File: config.mk
export PLATFORM = sky130hd
export DESIGN_NAME = rand_mm_master
export DESIGN_NICKNAME = d
export VERILOG_FILES = /design/src/rtl/rand_mm_master.sv
export SDC_FILE = /design/constraint.sdc
export NUM_CORES = 1
export LEC_CHECK = 0
export ABC_AREA = 1
export BUFFER_PORTS_ARGS = -buffer_cell sky130_fd_sc_hd__buf_4
export CORE_MARGIN = 2
export CORE_UTILIZATION = 55
export CTS_BUF_LIST = sky130_fd_sc_hd__clkbuf_8 sky130_fd_sc_hd__clkbuf_16
export DETAILED_ROUTE_END_ITERATION = 7
export PLACE_DENSITY_LB_ADDON = 0.25
export SYNTH_ARGS = -nofsm -noshare
export SYNTH_HDL_FRONTEND = slang
export SYNTH_SLANG_ARGS = --single-unit
File: constraint.sdc
create_clock -name clk -period 5.7 [get_ports clk]
set_input_delay 1.425 -clock clk [delete_from_list [all_inputs] [get_ports clk]]
set_output_delay 1.425 -clock clk [all_outputs]
set_load 0.01 [all_outputs]
File: src/rtl/rand_mm_master.sv
// Random-word Avalon-MM master.
// Repeatedly reads a 32-bit word from a fixed-latency slave at address 0 and
// buffers the words in a small FIFO for a valid/ready consumer. A pending
// seed request preempts reads and is written to the same slave address.
module rand_mm_master #(
  parameter int FIFO_DEPTH = 8,
  parameter int LEVEL_W    = 4
) (
  input  logic               clk,
  input  logic               reset,
  input  logic               enable,
  output logic [1:0]         avm_address,
  output logic               avm_read,
  input  logic [31:0]        avm_readdata,
  output logic               avm_write,
  output logic [31:0]        avm_writedata,
  input  logic               seed_valid,
  input  logic [31:0]        seed_data,
  output logic               seed_ready,
  output logic               out_valid,
  output logic [31:0]        out_data,
  input  logic               out_ready,
  output logic [LEVEL_W-1:0] fifo_level
);

  localparam int PTR_W = $clog2(FIFO_DEPTH);
  localparam logic [LEVEL_W-1:0] FULL_LEVEL = LEVEL_W'(FIFO_DEPTH);

  typedef enum logic [1:0] {
    S_IDLE,
    S_WRITE,
    S_READ,
    S_CAPTURE
  } state_e;

  state_e             state_q, state_d;
  logic               read_q, write_q, seed_ready_q;
  logic [31:0]        wdata_q;
  logic [PTR_W-1:0]   wr_ptr_q, rd_ptr_q;
  logic [LEVEL_W-1:0] level_q;
  logic [31:0]        mem_q [FIFO_DEPTH];
  logic               push, pop;

  // Next-state decode: seed wins over reads, reads only when there is room.
  always_comb begin
    // NOTE: default first so every path assigns state_d and no latch is inferred.
    state_d = state_q;
    unique case (state_q)
      S_IDLE: begin
        if (seed_valid)                           state_d = S_WRITE;
        else if (enable && (level_q < FULL_LEVEL)) state_d = S_READ;
      end
      S_WRITE:   state_d = S_IDLE;
      S_READ:    state_d = S_CAPTURE;
      S_CAPTURE: state_d = S_IDLE;
      default:   state_d = S_IDLE;
    endcase
  end

  // State register and registered decode of the bus strobes.
  always_ff @(posedge clk or posedge reset) begin
    // NOTE: non-blocking assignments keep every register updating from pre-edge values.
    if (reset) begin
      state_q      <= S_IDLE;
      read_q       <= 1'b0;
      write_q      <= 1'b0;
      seed_ready_q <= 1'b0;
      wdata_q      <= '0;
    end else begin
      state_q      <= state_d;
      read_q       <= (state_d == S_READ);
      write_q      <= (state_d == S_WRITE);
      seed_ready_q <= (state_d == S_WRITE);
      if ((state_q == S_IDLE) && (state_d == S_WRITE)) wdata_q <= seed_data;
    end
  end

  // The read data is valid in the cycle after the strobe, i.e. in CAPTURE.
  assign push = (state_q == S_CAPTURE);
  assign pop  = out_valid && out_ready;

  // FIFO pointers and occupancy; pointers wrap naturally at a power-of-two depth.
  always_ff @(posedge clk or posedge reset) begin
    if (reset) begin
      wr_ptr_q <= '0;
      rd_ptr_q <= '0;
      level_q  <= '0;
    end else begin
      if (push) wr_ptr_q <= wr_ptr_q + PTR_W'(1);
      if (pop)  rd_ptr_q <= rd_ptr_q + PTR_W'(1);
      unique case ({push, pop})
        2'b10:   level_q <= level_q + LEVEL_W'(1);
        2'b01:   level_q <= level_q - LEVEL_W'(1);
        default: level_q <= level_q;
      endcase
    end
  end

  // FIFO storage written on every capture.
  always_ff @(posedge clk) begin
    // NOTE: storage has no reset; occupancy gates every read, so stale contents are never visible.
    if (push) mem_q[wr_ptr_q] <= avm_readdata;
  end

  assign avm_address   = 2'b00;
  assign avm_read      = read_q;
  assign avm_write     = write_q;
  assign avm_writedata = wdata_q;
  assign seed_ready    = seed_ready_q;
  assign fifo_level    = level_q;
  assign out_valid     = (level_q != '0);
  assign out_data      = out_valid ? mem_q[rd_ptr_q] : '0;

endmodule

==> results by group <==
Placed design
  • I/O Buffers: 140
  • GP Congestion: 0.724
  • HPWL Detailed: 13.6 mm
  • Post-Place Cell Area: between 10000 and 15000 µm²

Synth
  • Async set-reset flop share out of synthesis: 0.152
  • EDFF count, synth: 256
  • Post-Synth XOR/XNOR Area: 0.00437
  • Register area share after synthesis: 0.736
  • Synth area leader: edfxtp_1
  • Yosys reg bits: roughly 300
  • Simple-Gate Fraction of Synth Area: 0.127
  • Mux cell area share after synthesis: 0
  • Syn_area_per_cell: around 12 µm²
  • Synth area leaders: edfxtp_1 64%, dfrtp_1 9.6%, nor2_1 7.4%
  • Cell area after synthesis: between 10000 and 15000 µm²
  • Ys flop type: edfxtp_1
  • Post-synth top area share: 0.640
  • Synth Area in Adders: 0.00521
  • Largest family of logic cells by synthesized area: simple AND/OR/NAND/NOR gates
  • Compound-Gate Fraction of Synth Area: 0.0921
  • Post-synthesis cell type count: 26
  • Ys Warns: 0
  • Mapped Cells: a little under 1k

Timing
  • Fin crit period: between 4 and 5 ns
  • Final worst path period share: 0.860
  • Final setup fails: 0
  • Fmax achieved: 204 MHz
  • Rel. slew slack: 0.245
  • Worst Tran Pin Value: 1.13 ns
  • Setup TNS: 0 ns
  • Skew final: approximately 0.009 ns
  • Final hold vios: 0
  • RSZ-0062 raised after global routing: no
  • Slew Viols, Final: 0

Global routing
  • Total Routing Usage GR: 0.223
  • Vias in the first global route: around 7.3k
  • Largest net degree at the start of global routing: 74
  • Initial antenna violation count: 0
  • First-pass GRT wire length: 39.5 mm
  • Grt total ovfl: 0

Drt
  • Routed Antenna Nets: 0
  • Wire per inst: 18.2 µm
  • DRC: 0
  • Via density: 5.48
  • Routed vias: roughly 7.8k
  • Final WL: between 20 and 30 mm
  • Detailed Routing Iterations Pass 1: 5
  • 1st-iter DRT viols: 811

Cells and area
  • Most frequent cells in the layout: 256 x edfxtp_1, 228 x nor2_1, 155 x nand2_1
  • Final Cell Area: 14200 µm²
  • Final nets: 1186
  • Synth-to-Final Area Change: 18.3%
  • Share of post-route cells with drive strength above 1: 0.189
  • Commonest non-fill, non-tap cell in the layout: edfxtp_1
  • Post-layout util: 0.657
  • Antenna cells: 0

Die
  • Core Region: 21600 µm²
  • I/O Pins: 143
  • Die area: 23000 µm²
  • Die width: ~150 µm
  • Die Y: 152 µm
  • Row cnt: 54
  • Initial Util: 0.556

Setup path
  • CP cell instances: clkinv_2 > buf_12 > o21ai_0 > o211ai_1 > nand2_1 > nor2_1 > buf_4
  • RR Startpoint: fifo_level[0]$_DFFE_PP0P_
  • Worst-case reg-to-reg path depth: 11
  • Worst setup path startpoint: rd_ptr_q[0]$_DFFE_PP0P_
  • Crit Path Class: flip-flop to primary output
  • Crit end category: primary output
  • CP max FO: 65
  • Worst endpoint required time: ~4.3 ns
  • Worst R2R End: fifo_level[2]$_DFFE_PP0P_
  • Crit path DAT: 3.48 ns
  • Slowest stage cell, crit path: clkinv_2
  • FF-to-FF setup slack: ~2.6 ns
  • CP Launch Type: flip-flop
  • Slowest stage delay, CP: 0.83 ns

Job
  • Maxcap violations: 0

Pwr
  • Leak Pwr: 5.43 nW
  • Power Total: ~7.4 mW
  • Peak supply drop: 329 µV
  • P per Cell Area: 523 nW/µm²

Status
  • Status: finished, final reports clean

CTS
  • Hold-fix buffers, CTS: 0
  • Post-CTS Setup Inserts: 0
  • Resized Gates After CTS: 0
  • CTS tree: yes
  • Clock transition at path regs: 0.06 ns
  • CTS buffer count: 30
  • CTS HTree Levels: 1
  • CTS Buffer Depth: 3
  • Clk_lat worst skew: 0.55 ns
  • CTS root buffer: clkbuf_16
  • CTS Sinks: 302

Worst hold path
  • Hold path cells: 2
  • Worst hold endpoint: avm_writedata[7]$_DFFE_PP0P_
  • HP Start: avm_writedata[7]$_DFFE_PP0P_
  • Worst hold-check path type: flip-flop to flip-flop
cells by family (layout without fill, tap and decap cells):
family | after synthesis | after routing
compound gates | 197 | 197
simple gates | 399 | 399
xor+xnor | 6 | 6
other cells | 1 | 2
fa+ha+maj | 5 | 5
buf+inv | 77 | 225
flops | 302 | 302
routing by layer:
| metal | vias up | share of wire | GRT usage | wire, µm |
|---|---|---|---|---|
| met3 | 47 | 0.075 | 0.0365 | 1920 |
| met2 | 306 | 0.49 | 0.370 | 12700 |
| met5 | - | 0 | 0 | 0 |
| li1 | 3702 | - | - | - |
| met1 | 3699 | 0.41 | 0.307 | 10600 |
| met4 | 0 | 0.022 | 0.0662 | 559 |
cells in the mapped netlist (3+ instances only):
| master | count |
|---|---|
| clkbuf_1 | 19 |
| buf_1 | 3 |
| o21ai_1 | 4 |
| buf_6 | 12 |
| o22ai_1 | 32 |
| inv_1 | 15 |
| buf_2 | 14 |
| clkbuf_2 | 6 |
| buf_4 | 6 |
| nand2_1 | 155 |
| o21ai_0 | 128 |
| xnor2_1 | 3 |
| nand3_1 | 4 |
| nor2_1 | 236 |
| ha_1 | 5 |
| xor2_1 | 3 |
| edfxtp_1 | 256 |
| o211ai_1 | 32 |
| dfrtp_1 | 46 |
worst max path at each step:
stage | slack, ns | cells after the start | to
2_1_floorplan | 3.04 | 8 | out_data[12]
3_3_place_gp | 1.48 | 7 | out_data[12]
3_5_place_dp | 1.46 | 7 | out_data[31]
4_1_cts | 0.77 | 7 | out_data[28]
5_1_grt | 0.59 | 7 | out_data[23]
6_report | 0.80 | 7 | out_data[28]
worst max-delay path, delay by kind of cell, from the launching register on:
family,cells,cell delay (ns)
buffers and inverters,3,1.48
AOI/OAI and AO/OA,2,0.41
DFF,1,0.82
and+or+nand+nor,2,0.20
sequential cells by signal (all words and copies together) (netlist names):
signal and cells:
rd_ptr_q 3, fifo_level 4, seed_ready 1, avm_writedata 32, state_q 2, avm_read 1, mem_q 256, wr_ptr_q 3
power by group:
group | internal [mW] | switching, mW
clock network | 1.12 | 0.811
logic | 1.03 | 1.54
registers | 2.65 | 0.279
metrics by stage:
| stage | hold WS (ns) | std cells | setup WS [ns] |
|---|---|---|---|
| after floorplan | 0.493 | 988 | 3.04 |
| after global placement | 0.454 | 1360 | 1.48 |
| after detailed placement | 0.459 | 1360 | 1.46 |
| after CTS | 0.476 | 1416 | 0.770 |
| after global routing | 0.499 | 1416 | 0.591 |
| final | 0.471 | 1416 | 0.799 |
area by class of cell:
| cell class | count | area [µm²] |
|---|---|---|
| Inverter | 17 | 65.1 |
| Tap cell | 280 | 350 |
| Clock inverter | 25 | 201 |
| Timing Repair Buffer | 152 | 1150 |
| Fill cell | 1579 | 7410 |
| Multi-Input combinational cell | 609 | 2820 |
| Sequential cell | 302 | 8840 |
| Clock buffer | 31 | 776 |
(Power assumes the default switching activity.)
